--- src/rtl/carry_select_sub_pipe_if.sv ---
// ---------------------------------------------------------------------------
// carry_select_sub_pipe_if
//
// Streaming bus of the pipelined carry-select subtractor.
//
// Handshake: a beat moves across a side exactly in a cycle where that side's
// valid and ready are both 1 at the rising clock edge. The producer holds
// its valid and payload steady until the beat moves, and it never waits on
// ready before raising valid. Ready may depend combinationally on the other
// side's state but never on the valid of the same side.
//
// Signals
//   in_valid  : operands a/b are valid this cycle          (source -> unit)
//   in_ready  : the unit accepts operands this cycle       (unit -> source)
//   a, b      : minuend / subtrahend, unsigned             (source -> unit)
//   out_valid : diff/borrow are valid                      (unit -> sink)
//   out_ready : the sink accepts the result this cycle     (sink -> unit)
//   diff      : (a - b) mod 2^DATA_WIDTH                   (unit -> sink)
//   borrow    : 1 iff a < b (unsigned)                     (unit -> sink)
//
// Modports
//   master : the environment around the unit (operand source + result sink)
//   slave  : the subtractor itself
// ---------------------------------------------------------------------------
interface carry_select_sub_pipe_if #(
  parameter int DATA_WIDTH = 24
);
  logic                  in_valid;
  logic                  in_ready;
  logic [DATA_WIDTH-1:0] a;
  logic [DATA_WIDTH-1:0] b;
  logic                  out_valid;
  logic                  out_ready;
  logic [DATA_WIDTH-1:0] diff;
  logic                  borrow;

  modport master (
    output in_valid,
    output a,
    output b,
    output out_ready,
    input  in_ready,
    input  out_valid,
    input  diff,
    input  borrow
  );

  modport slave (
    input  in_valid,
    input  a,
    input  b,
    input  out_ready,
    output in_ready,
    output out_valid,
    output diff,
    output borrow
  );
endinterface

--- src/rtl/carry_select_sub_pipe.sv ---
// ---------------------------------------------------------------------------
// carry_select_sub_pipe
//
// Pipelined unsigned subtractor, diff = a - b, computed as a + ~b + 1.
// The operands are split into NUM_SEG = DATA_WIDTH / SEG_WIDTH segments and
// one segment is resolved per pipeline stage. Each stage precomputes its
// segment sum for both carry-in hypotheses and selects one with the carry
// registered by the previous stage. Stage 0 has carry-in 1, which supplies
// the +1 of the two's-complement negation of b.
//
// DATA_WIDTH must be a multiple of SEG_WIDTH.
//
// Latency is NUM_SEG cycles from the input transfer to out_valid. Throughput
// is one result per cycle while the sink keeps out_ready high.
//
// Ports
//   clk : clock, all state changes on the rising edge
//   rst : synchronous reset, active high; in-flight results are discarded
//   bus : carry_select_sub_pipe_if.slave
//         in_valid/in_ready/a/b         operand side
//         out_valid/out_ready/diff/borrow result side
// ---------------------------------------------------------------------------
module carry_select_sub_pipe #(
  parameter int DATA_WIDTH = 24,
  parameter int SEG_WIDTH  = 8
) (
  input  logic                      clk,
  input  logic                      rst,
  carry_select_sub_pipe_if.slave    bus
);

  localparam int NUM_SEG = DATA_WIDTH / SEG_WIDTH;
  localparam int LAST    = NUM_SEG - 1;

  // -------------------------------------------------------------------------
  // Stage registers. Index k holds what stage k produced on its last advance.
  // a/b travel with the result so later stages can still see their segment.
  // diff_q[k] has segments 0..k resolved; higher segments are still zero.
  // carry_q[k] is the carry-out of segment k, i.e. carry-in of stage k+1.
  // -------------------------------------------------------------------------
  logic                  valid_q [NUM_SEG];
  logic [DATA_WIDTH-1:0] a_q     [NUM_SEG];
  logic [DATA_WIDTH-1:0] b_q     [NUM_SEG];
  logic [DATA_WIDTH-1:0] diff_q  [NUM_SEG];
  logic                  carry_q [NUM_SEG];

  // Inputs seen by each stage: stage 0 reads the bus, stage k reads k-1.
  logic                  src_valid [NUM_SEG];
  logic [DATA_WIDTH-1:0] src_a     [NUM_SEG];
  logic [DATA_WIDTH-1:0] src_b     [NUM_SEG];
  logic [DATA_WIDTH-1:0] src_diff  [NUM_SEG];
  logic                  src_cin   [NUM_SEG];

  // Per-segment sums for carry-in 0 and carry-in 1, and the selected one.
  logic [SEG_WIDTH:0]    sum0 [NUM_SEG];
  logic [SEG_WIDTH:0]    sum1 [NUM_SEG];
  logic [SEG_WIDTH:0]    sel  [NUM_SEG];

  // -------------------------------------------------------------------------
  // Global advance. The whole pipe moves together or holds together, so a
  // stall freezes bubbles in place instead of squeezing them out; this keeps
  // the handshake trivially correct and the timing of in_ready shallow.
  // -------------------------------------------------------------------------
  logic advance;

  assign advance      = !valid_q[LAST] || bus.out_ready;
  assign bus.in_ready = advance;

  // -------------------------------------------------------------------------
  // Stage datapath
  // -------------------------------------------------------------------------
  for (genvar k = 0; k < NUM_SEG; k++) begin : g_stage
    if (k == 0) begin : g_head
      assign src_valid[k] = bus.in_valid;
      assign src_a[k]     = bus.a;
      assign src_b[k]     = bus.b;
      assign src_diff[k]  = '0;
      // Two's-complement +1 enters as the carry-in of the lowest segment.
      assign src_cin[k]   = 1'b1;
    end else begin : g_body
      assign src_valid[k] = valid_q[k-1];
      assign src_a[k]     = a_q[k-1];
      assign src_b[k]     = b_q[k-1];
      assign src_diff[k]  = diff_q[k-1];
      assign src_cin[k]   = carry_q[k-1];
    end

    // Both hypotheses are ready before the carry arrives; only the final
    // 2:1 select waits on the previous stage's carry register.
    assign sum0[k] = {1'b0, src_a[k][k*SEG_WIDTH +: SEG_WIDTH]}
                   + {1'b0, ~src_b[k][k*SEG_WIDTH +: SEG_WIDTH]};
    assign sum1[k] = sum0[k] + (SEG_WIDTH+1)'(1);
    assign sel[k]  = src_cin[k] ? sum1[k] : sum0[k];
  end

  // -------------------------------------------------------------------------
  // Stage registers. Reset wins over advance so a reset mid-stream discards
  // every in-flight result.
  // -------------------------------------------------------------------------
  always_ff @(posedge clk) begin
    if (rst) begin
      for (int k = 0; k < NUM_SEG; k++) begin
        valid_q[k] <= 1'b0;
        a_q[k]     <= '0;
        b_q[k]     <= '0;
        diff_q[k]  <= '0;
        carry_q[k] <= 1'b0;
      end
    end else if (advance) begin
      for (int k = 0; k < NUM_SEG; k++) begin
        valid_q[k] <= src_valid[k];
        a_q[k]     <= src_a[k];
        b_q[k]     <= src_b[k];
        // Copy the segments already resolved, then overwrite this stage's
        // slice; the later non-blocking write takes precedence.
        diff_q[k]  <= src_diff[k];
        diff_q[k][k*SEG_WIDTH +: SEG_WIDTH] <= sel[k][SEG_WIDTH-1:0];
        carry_q[k] <= sel[k][SEG_WIDTH];
      end
    end
  end

  // -------------------------------------------------------------------------
  // Outputs straight from the final stage register. A carry-out of 0 means
  // the subtraction borrowed. borrow is qualified with the valid bit so that
  // the idle/reset value is 0 rather than the complement of a cleared carry.
  // -------------------------------------------------------------------------
  assign bus.out_valid = valid_q[LAST];
  assign bus.diff      = diff_q[LAST];
  assign bus.borrow    = valid_q[LAST] & ~carry_q[LAST];

endmodule

--- src/flat_wrapper.sv ---
// flat-port wrapper written by rule: the top's interface ports become plain ports
module carry_select_sub_pipe_flat 
#(
  parameter int DATA_WIDTH = 24,
  parameter int SEG_WIDTH  = 8
)
  (clk, rst, bus_in_valid, bus_a, bus_b, bus_out_ready, bus_in_ready, bus_out_valid, bus_diff, bus_borrow);
  carry_select_sub_pipe_if #(.DATA_WIDTH(DATA_WIDTH)) bus_i ();
  input  logic clk;
  input  logic rst;
  input wire logic [$bits(bus_i.in_valid)-1:0] bus_in_valid;
  input wire logic [$bits(bus_i.a)-1:0] bus_a;
  input wire logic [$bits(bus_i.b)-1:0] bus_b;
  input wire logic [$bits(bus_i.out_ready)-1:0] bus_out_ready;
  output wire logic [$bits(bus_i.in_ready)-1:0] bus_in_ready;
  output wire logic [$bits(bus_i.out_valid)-1:0] bus_out_valid;
  output wire logic [$bits(bus_i.diff)-1:0] bus_diff;
  output wire logic [$bits(bus_i.borrow)-1:0] bus_borrow;
  assign bus_i.in_valid = bus_in_valid;
  assign bus_i.a = bus_a;
  assign bus_i.b = bus_b;
  assign bus_i.out_ready = bus_out_ready;
  assign bus_in_ready = bus_i.in_ready;
  assign bus_out_valid = bus_i.out_valid;
  assign bus_diff = bus_i.diff;
  assign bus_borrow = bus_i.borrow;
  carry_select_sub_pipe #(.DATA_WIDTH(DATA_WIDTH), .SEG_WIDTH(SEG_WIDTH)) u_core (.clk(clk), .rst(rst), .bus(bus_i));
endmodule
--- config.mk ---
export PLATFORM = sky130hd
export DESIGN_NAME = carry_select_sub_pipe_flat
export DESIGN_NICKNAME = d
export VERILOG_FILES = /design/src/rtl/carry_select_sub_pipe_if.sv /design/src/rtl/carry_select_sub_pipe.sv /design/src/flat_wrapper.sv
export SDC_FILE = /design/constraint.sdc
export NUM_CORES = 1
export LEC_CHECK = 0
export BUFFER_PORTS_ARGS = -buffer_cell sky130_fd_sc_hd__buf_4
export CELL_PAD_IN_SITES_DETAIL_PLACEMENT = 1
export CELL_PAD_IN_SITES_GLOBAL_PLACEMENT = 1
export CORE_UTILIZATION = 51
export CTS_BUF_LIST = sky130_fd_sc_hd__clkbuf_4
export DETAILED_ROUTE_END_ITERATION = 12
export PLACE_DENSITY_LB_ADDON = 0.1
export SLEW_MARGIN = 20
export SYNTH_ARGS = -nofsm -noshare
export SYNTH_HDL_FRONTEND = slang
export SYNTH_SLANG_ARGS = --single-unit
--- constraint.sdc ---
create_clock -name clk -period 5 [get_ports clk]
set_input_delay 0.75 -clock clk [delete_from_list [all_inputs] [get_ports clk]]
set_output_delay 0.75 -clock clk [all_outputs]
set_load 0.02 [all_outputs]
==> results of run 1 <==
## layer usage
layer	vias to the layer above	global-route usage	routed length, um
met1	1491	0.233	3940
met5	-	0	0
li1	1552	-	-
met3	11	0.0393	411
met2	82	0.317	4600
met4	0	0.0669	115
## critical path, stage by stage (launching register included)
cell	delay [ns]
edfxtp_1	0.40
inv_1	0.07
ha_1	0.17
inv_1	0.06
fa_1	0.39
nand2b_1	0.19
a21oi_1	0.16
xor2_1	0.33
nand3b_1	0.15
nor4_1	0.37
nor3_2	0.08
## final timing paths
| kind | to | depth (start not counted) | slack, ns |
|---|---|---|---|
| min reg2reg | u_core.diff_q[2][12]$_SDFFCE_PN0P_ | 1 | 0.53 |
| max reg2reg | u_core.diff_q[1][15]$_SDFFCE_PN0P_ | 10 | 2.38 |
| max | u_core.diff_q[1][15]$_SDFFCE_PN0P_ | 10 | 2.38 |
| min | u_core.diff_q[2][12]$_SDFFCE_PN0P_ | 1 | 0.53 |
## cell usage after synthesis, types with 2 or more instances
cell type | instances | share of area
nor3_2 | 2 | 0.0039
o31a_1 | 3 | 0.0052
and2_1 | 75 | 0.093
o21ai_0 | 9 | 0.0089
a21o_1 | 3 | 0.0044
a21oi_1 | 6 | 0.0059
or2_2 | 4 | 0.0049
ha_1 | 26 | 0.064
nand2_1 | 7 | 0.0052
o21a_1 | 6 | 0.0089
nor2_1 | 32 | 0.024
a211oi_2 | 2 | 0.0049
mux2i_1 | 3 | 0.0059
nor4_1 | 2 | 0.0025
nor3_1 | 9 | 0.0089
inv_1 | 37 | 0.027
or3_1 | 3 | 0.0037
nand2b_1 | 8 | 0.0099
nand3_1 | 5 | 0.0049
xor2_1 | 11 | 0.019
xnor2_1 | 13 | 0.022
clkbuf_1 | 13 | 0.0096
edfxtp_1 | 102 | 0.60
nor2b_1 | 6 | 0.0074
fa_1 | 3 | 0.012
a21oi_2 | 2 | 0.0035
## flip-flops by register name (all words and copies together) (netlist names)
register / count
u_core.valid_q: 3
u_core.a_q: 24
u_core.diff_q: 48
u_core.carry_q: 3
u_core.b_q: 24
## layout by cell type (no fill, tap or decap), types with 5 or more instances in the layout
cell / count
a21oi_1: 6
and2_1: 75
buf_4: 80
clkbuf_4: 10
edfxtp_1: 102
ha_1: 26
inv_1: 37
nand2_1: 7
nand2b_1: 8
nand3_1: 5
nor2_1: 32
nor2b_1: 5
nor3_1: 9
o21a_1: 6
o21ai_0: 9
xnor2_1: 13
xor2_1: 11
## stage by stage
stage | hold slack [ns] | area (sq um) | power, W | setup slack, ns | std cells
floorplan | 0.497 | 5070 | 0.00136 | 2.24 | 407
global placement | 0.500 | 5800 | 0.00147 | 2.38 | 607
detailed placement | 0.507 | 5800 | 0.00150 | 2.31 | 607
CTS | 0.535 | 5940 | 0.00193 | 2.38 | 623
global route | 0.542 | 5940 | 0.00199 | 2.18 | 623
finish | 0.528 | 5940 | 0.00190 | 2.38 | 623
## report_power, final
part / switching, W / internal (W)
logic: 0.000225 / 0.000190
registers: 0.0000272 / 0.00104
clock network: 0.000265 / 0.000157
## cell type report
cell class	count	area, sq um	area share
sequential	102	3060	0.516
multi-input combinational	255	1830	0.308
timing repair buffer	80	601	0.101
tap	133	166	0.0280
inverter	37	139	0.0234
clock buffer	10	75.1	0.0126
clock inverter	6	62.6	0.0105
## kinds of logic after synthesis
group,count (synthesis)
AND/OR/NAND/NOR,160
flip-flops,102
buffers and inverters,50
AO/OA/AOI/OAI,39
adder cells (fa/ha/maj),29
XOR/XNOR,24
multiplexers,3
==> impl_metrics.yaml, run 1 <==
run_status:
  status: "completed"
global_routing:
  grt-ovfl-total: 0
  grt_pass1_wl_um: 14400
  grt_max_degree: 81
  antenna_found_initial: 0
  track_usage: 0.186
  grt_pass1_vias: 3125
synthesis:
  yosysWarningCount: 0
  synth_top_family_by_area: "simple AND/OR/NAND/NOR gates"
  synthDistinctLibCells: 41
  seq_area_frac_synth: 0.604
  synth_xor_area_frac: 0.0415
  synth_compound_area_frac: 0.0563
  synth_fa_ha_area_frac: 0.0760
  synth_edf_count: 102
  synthesis.nets: 488
  yosys.area_share.simple: 0.179
  synth-seq-cells: 102
  synthArstFlopShare: 0
  synth_mux_area_frac: 0.00592
  synth_area_sq_mm: 0.00507
  synth.avg_cell_area_sq_um: 12.5
  synth_cells: 407
  synthFlopType: "edfxtp_1"
setup_path:
  critPathRequiredTime_ns: 5.17
  cp_max_fo: 4
  arrival_ns: 2.80
  crit_start: "u_core.b_q[0][8]$_SDFFCE_PN0P_"
  timing_worst_setup_path_type: "flip-flop to flip-flop"
  end_kind: "flip-flop"
  crit_path_start_kind: "flip-flop"
  reg2reg_from: "u_core.b_q[0][8]$_SDFFCE_PN0P_"
final_layout:
  fin_util: 0.613
  syn2layout_area_growth_pct: 17.1
  antenna_cells: 0
  drive_gt1_frac: 0.222
  final_nets: 566
  nFillCells: 1036
hold_path:
  min_path_type: "flip-flop to flip-flop"
  hp-start: "u_core.diff_q[1][12]$_SDFFCE_PN0P_"
clock_network:
  cts_sinks: 102
  clock_path_buffers: 2
  cts_resized: 0
  root_buffer: "clkbuf_4"
  holdBufCountCts: 0
  post_cts_buffers: 0
  h-tree-depth: 3
  clkTransAtPathRegs_ns: 0.15
  worstSkewPairLatency_ns: 0.44
  cts_buffers: 9
  cts_tree: "yes"
die:
  core_sq_mm: 0.00968
  fp.dieW_um: 102
  initial_core_util: 0.524
  die_height_um: 102
  die_area_sq_mm: 0.0103
  ios: 79
  rows: 36
drt:
  viasPerCell: 5.03
  wl_per_cell_um: 14.6
  first_pass_iters: 4
  initialDrtViolationCount: 59
  ant_nets: 0
  routed_wl_um: 9070
  vias: 3136
  drcViolationCount: 0
timing:
  min_period_ns: 2.62
  rsz0062_at_grt: "no"
  fin_tns_setup_ns: 0
  skew_ns: 0.0162
  slew_viol_final: 0
  timing.fmax_mhz: 381
  worst_slew_margin_rel: 0.314
  worst_pin_slew_ns: 1.03
  setup_viol: 0
  hold_viol_final: 0
  min_period_over_period: 0.524
placement:
  port_buffers: 78
  dpl.hpwl_um: 6450
  gp_congestion: 0.795
job:
  maxCapViolCount: 0
power:
  power_density_mw_per_mm2: 320
  vdd_drop_max_uv: 169
  total_leakage_power_nw: 2.53
(Power assumes the default switching activity.)
==> run 2, diff against run 1 <==
Settings changed: CORE_UTILIZATION 51 to 43.
Clock period 5 ns to 2.3 ns, I/O delays scaled along.
==> run 2 against run 1 <==
The run now ends with setup timing left. Highest routed layer unchanged. Die area rose by 18%. First-iteration DRC count grew 110%. Clock skew down 0.0012 ns. Utilization fell by 5.3 points. Cell area increased by 8.2%. Sequential power up 120%. Worst setup slack worse by 2.4 ns. Fmax up 12%. Routed wire length rose by 5.6%. Largest cell class unchanged.
==> impl_metrics.yaml, run 2 (synthesis results as in run 1) <==
run_status:
  status: "finished, violations left"
  violations: "setup timing"
final_layout:
  ff_latch_area_sq_mm: 0.00306
  layout.cells.non_filler: 657
  final_cell_mix: "edfxtp_1 (102), buf_4 (98), and2_1 (75)"
  final_common_cell: "edfxtp_1"
  regMostFlops: "u_core.diff_q"
  syn2layout_area_growth_pct: 26.6
  nFillCells: 1169
  final_nets: 589
  multi_input_area_sq_mm: 0.00208
  reg_top3: "u_core.diff_q: 48 flops, u_core.a_q: 24 flops, u_core.b_q: 24 flops"
  design_area_sq_mm: 0.00642
  fin_util: 0.560
  largest_reg_flops: 48
  drive_gt1_frac: 0.327
setup_path:
  reg2reg_to: "u_core.carry_q[0][2]$_SDFFCE_PN0P_"
  cp_max_fo: 3
  timing_worst_setup_path_type: "flip-flop to flip-flop"
  end_kind: "flip-flop"
  reg2regPathDepth: 8
  arrival_ns: 2.64
  critPathRequiredTime_ns: 2.60
  crit_path_start_kind: "flip-flop"
  crit_path_cell_trace: "ha_1, nor2_1, nor3_2, o32ai_2, xor2_2, buf_6, nor4_4, mux2i_1"
  crit_path_top_delay_cell: "edfxtp_1"
  ff2ff_setup_slack_ns: -0.03
  cp_slowest_stage_delay_ns: 0.41
  reg2reg_from: "u_core.a_q[0][42]$_SDFFCE_PN0P_"
drt:
  initialDrtViolationCount: 121
  wl_per_cell_um: 14.6
  viasPerCell: 4.85
  ant_nets: 0
  drcViolationCount: 0
  vias: 3189
  first_pass_iters: 4
  routed_wl_um: 9580
timing:
  timing.fmax_mhz: 429
  fin_ws_ns: -0.0328
  setup_viol: 3
  hold_viol_final: 0
  min_period_over_period: 1.01
  worst_pin_slew_ns: 0.547
  rsz0062_at_grt: "yes"
  min_period_ns: 2.33
  skew_ns: 0.0150
  worst_slew_margin_rel: 0.635
  slew_viol_final: 0
clock_network:
  clkTransAtPathRegs_ns: 0.16
  h-tree-depth: 3
  root_buffer: "clkbuf_4"
  cts_buffers: 9
  cts_tree: "yes"
  clock_path_buffers: 2
  holdBufCountCts: 0
  worstSkewPairLatency_ns: 0.45
  cts_sinks: 102
power:
  power.switching_w: 0.00128
  total_leakage_power_nw: 2.73
  power.share.sequential: 0.517
  vdd_drop_max_uv: 291
  p_comb_frac: 0.263
  power_density_mw_per_mm2: 696
  p_int_w: 0.00319
  p_sw_frac: 0.286
  clock_power_share: 0.220
  power_w: 0.00447
global_routing:
  grt_pass1_vias: 3323
  antenna_found_initial: 1
  grt-ovfl-total: 0
  grt_max_degree: 103
  grt_pass1_wl_um: 15800
  track_usage: 0.163
placement:
  port_buffers: 78
  dpl.hpwl_um: 6340
  place_area_sq_mm: 0.00598
  gp_congestion: 0.802
  place_inst: 634
job:
  maxCapViolCount: 0
die:
  fp.dieW_um: 111
  rows: 39
  ios: 79
  die_area_sq_mm: 0.0122
  initial_core_util: 0.442
  die_height_um: 111
  core_sq_mm: 0.0115
hold_path:
  hp-start: "bus_b[12]"
  holdPathStages: 2
  whs_endpoint: "u_core.b_q[0][12]$_SDFFCE_PN0P_"
  min_path_type: "input port to flip-flop"
==> run 2: cell types whose count changed in the layout (fill, tap and decap cells not counted), moves of 4 or more <==
cell and delta:
ha_1 -4, buf_4 +18, xor2_2 +4, inv_1 -4
xor2_1 -4, inv_2 +4
==> run 2: how the worst max path moves through the flow <==
stage	from	slack (ns)	end
4_1_cts	u_core.a_q[0][8]$_SDFFCE_PN0P_	-0.02	u_core.carry_q[0][1]$_SDFFCE_PN0P_
3_5_place_dp	u_core.b_q[0][8]$_SDFFCE_PN0P_	-0.17	u_core.carry_q[0][1]$_SDFFCE_PN0P_
2_1_floorplan	u_core.b_q[0][40]$_SDFFCE_PN0P_	0.02	u_core.diff_q[2][22]$_DFFE_PP_
6_report	u_core.a_q[0][42]$_SDFFCE_PN0P_	-0.03	u_core.carry_q[0][2]$_SDFFCE_PN0P_
5_1_grt	u_core.a_q[0][42]$_SDFFCE_PN0P_	-0.19	u_core.carry_q[0][2]$_SDFFCE_PN0P_
3_3_place_gp	u_core.b_q[0][8]$_SDFFCE_PN0P_	-0.05	u_core.carry_q[0][1]$_SDFFCE_PN0P_
==> run 2: worst max-delay path, delay by kind of cell (launching register included) <==
kind	cells	cell delay (ns)
simple gates	3	0.58
xor+xnor	1	0.13
mux	1	0.20
flops	1	0.41
compound gates	1	0.33
buf+inv	1	0.14
fa+ha+maj	1	0.41
==> run 2: layer usage <==
metal,GRT usage,vias to the layer above,part of all wire
li1,-,1598,-
met1,0.217,1519,0.47
met2,0.265,63,0.48
met3,0.0335,9,0.036
met4,0.0587,0,0.012
met5,0,-,0
==> run 2: power groups by stage <==
stage | registers [W] | logic, W | clock network, W
finish | 0.00231 | 0.00118 | 0.000981
global route | 0.00233 | 0.00129 | 0.00107
CTS | 0.00231 | 0.00108 | 0.00101
detailed placement | 0.00235 | 0.000979 | 0
global placement | 0.00234 | 0.000945 | 0
floorplan | 0.00241 | 0.000550 | 0
==> run 2: cell type report <==
cell class              instances  area share
clock buffers                  10      0.0117
multi-input cells             255       0.324
repair buffers                103       0.126
well taps                     143      0.0279
clock inverters                 6      0.0109
diodes                          1    0.000390
inverters                      37      0.0216
flip-flops and latches        102       0.477
==> run 2: through the flow <==
stage / setup TNS (ns) / hold WS [ns] / worst slack [ns]
2_1_floorplan: 0 / 0.497 / 0.0184
3_3_place_gp: -0.0808 / 0.500 / -0.0520
3_5_place_dp: -0.694 / 0.504 / -0.172
4_1_cts: -0.0441 / 0.125 / -0.0199
5_1_grt: -1.05 / 0.117 / -0.194
6_report: -0.0795 / 0.155 / -0.0328
==> run 2: timing repair <==
action	in CTS	in global routing
gates resized for setup	28	21
pin swaps	12	15
endpoints found under the setup margin	10	11
buffers inserted	4	3
==> run 3, diff against run 2 <==
Settings changed: PLACE_DENSITY_LB_ADDON 0.1 to 0.25.
==> run 3 against run 2 <==
The run still ends with setup timing left. Power down 1.1%. Highest routed layer unchanged. Sequential share of layout area up 0.63 points. Register-to-register slack about the same. Cell count down 0.46%.
==> impl_metrics.yaml, run 3 (synthesis results as in run 1) <==
timing:
  fin_tns_setup_ns: -0.163
  setup_viol: 5
  fin_ws_ns: -0.0453
  rsz0062_at_grt: "yes"
  skew_ns: 0.0148
  hold_viol_final: 0
  worst_pin_slew_ns: 0.557
  min_period_ns: 2.35
  worst_slew_margin_rel: 0.629
  min_period_over_period: 1.02
  timing.fmax_mhz: 426
  slew_viol_final: 0
  finalHoldWorstSlack_ns: 0.139
final_layout:
  final_nets: 586
  reg_top3: "u_core.diff_q: 48 flops, u_core.a_q: 24 flops, u_core.b_q: 24 flops"
  syn2layout_area_growth_pct: 25.0
  final_common_cell: "edfxtp_1"
  layout.cells.non_filler: 654
  drive_gt1_frac: 0.316
  largest_reg_flops: 48
  regMostFlops: "u_core.diff_q"
  final_cell_mix: "edfxtp_1 (102), buf_4 (98), and2_1 (75)"
  design_area_sq_mm: 0.00634
global_routing:
  track_usage: 0.169
  grt_pass1_wl_um: 16300
  antenna_found_initial: 1
  grt_max_degree: 103
  grt_pass1_vias: 3378
  grt-ovfl-total: 0
placement:
  dpl.hpwl_um: 6700
  place_inst: 633
  place_area_sq_mm: 0.00597
  gp_congestion: 0.813
  port_buffers: 78
power:
  p_int_w: 0.00314
  p_comb_frac: 0.256
  p_sw_frac: 0.290
  clock_power_share: 0.222
  power.switching_w: 0.00128
  power.share.sequential: 0.522
  total_leakage_power_nw: 2.70
  power_density_mw_per_mm2: 697
  vdd_drop_max_uv: 309
clock_network:
  cts_sinks: 102
  clock_path_buffers: 2
  cts_buffers: 9
  root_buffer: "clkbuf_4"
  cts_tree: "yes"
  h-tree-depth: 3
  clkTransAtPathRegs_ns: 0.16
  worstSkewPairLatency_ns: 0.47
setup_path:
  cp.buffers_inverters: 2
  crit_path_start_kind: "flip-flop"
  arrival_ns: 2.66
  end_kind: "flip-flop"
  critPathRequiredTime_ns: 2.62
  timing_worst_setup_path_type: "flip-flop to flip-flop"
  cp_top_family: "adder cells"
  cp_max_fo: 4
  cp_slowest_stage_delay_ns: 0.39
  crit_path_cell_trace: "inv_1, ha_2, inv_2, fa_2, nand2b_4, a21oi_4, o21ai_1, a21o_1, nor4_4, mux2i_1"
  crit_path_top_delay_cell: "edfxtp_1"
drt:
  first_pass_iters: 4
  drcViolationCount: 0
  ant_nets: 0
  viasPerCell: 4.90
  wl_per_cell_um: 14.9
  vias: 3207
  initialDrtViolationCount: 75
  routed_wl_um: 9760
die:
  rows: 39
  fp.dieW_um: 111
  initial_core_util: 0.442
  die_area_sq_mm: 0.0122
  core_sq_mm: 0.0115
  die_height_um: 111
  ios: 79
hold_path:
  min_path_type: "input port to flip-flop"
run_status:
  status: "finished, violations left"
  violations: "setup timing"
job:
  maxCapViolCount: 0
## run 3: changes by cell type in the layout (fill, tap and decap cells not counted), sizes merged
cell	change
buf	-3
clkbuf	-1
clkinv	+1
clkinvlp	-1
inv	+1
## run 3: final cells by class
cell class                      instances  area [sq um]
Fill cell                            1186          5130
Antenna cell                            1          2.50
Multi-Input combinational cell        255          2030
Sequential cell                       102          3060
Timing Repair Buffer                  100           776
Inverter                               37           139
Clock buffer                            9          67.6
Tap cell                              143           179
Clock inverter                          7          77.6
## run 3: metal layers
layer,wire length (um),part of all wire,vias to the layer above,track usage
met1,4390,0.45,1535,0.215
met2,4800,0.49,69,0.277
li1,-,-,1590,-
met4,146,0.015,0,0.0587
met3,419,0.043,13,0.0461
met5,0,0,-,0
## run 3: path summary, 6_finish.rpt
check | from | end | slack [ns] | cells after the start
worst max register to register | u_core.b_q[0][40]$_SDFFCE_PN0P_ | u_core.carry_q[0][2]$_SDFFCE_PN0P_ | -0.05 | 10
worst min register to register | u_core.diff_q[1][9]$_SDFFCE_PN0P_ | u_core.diff_q[2][9]$_SDFFCE_PN0P_ | 0.53 | 1
worst min-delay path | bus_b[17] | u_core.b_q[0][17]$_SDFFCE_PN0P_ | 0.14 | 2
worst max-delay path | u_core.b_q[0][40]$_SDFFCE_PN0P_ | u_core.carry_q[0][2]$_SDFFCE_PN0P_ | -0.05 | 10
## run 3: power groups by stage
stage | registers, W | clock network, W | logic (W)
finish | 0.00231 | 0.000980 | 0.00113
global route | 0.00233 | 0.00108 | 0.00124
CTS | 0.00231 | 0.00101 | 0.00107
detailed placement | 0.00235 | 0 | 0.000996
global placement | 0.00234 | 0 | 0.000944
floorplan | 0.00241 | 0 | 0.000550
## run 3: repair_timing
action | 4_1_cts | 5_1_grt
buffers inserted | 0 | 4
pin swaps | 10 | 13
hold buffers | 0 | 0
gates resized for setup | 24 | 15
endpoints found under the setup margin | 9 | 11
## run 3: metrics by stage
stage | utilization | setup WS (ns) | power (W)
final | 0.553 | -0.0453 | 0.00442
after global routing | 0.553 | -0.130 | 0.00464
after CTS | 0.542 | -0.0294 | 0.00439
after detailed placement | 0.521 | -0.163 | 0.00335
after global placement | 0.521 | -0.0175 | 0.00329
after floorplan | - | 0.0184 | 0.00296
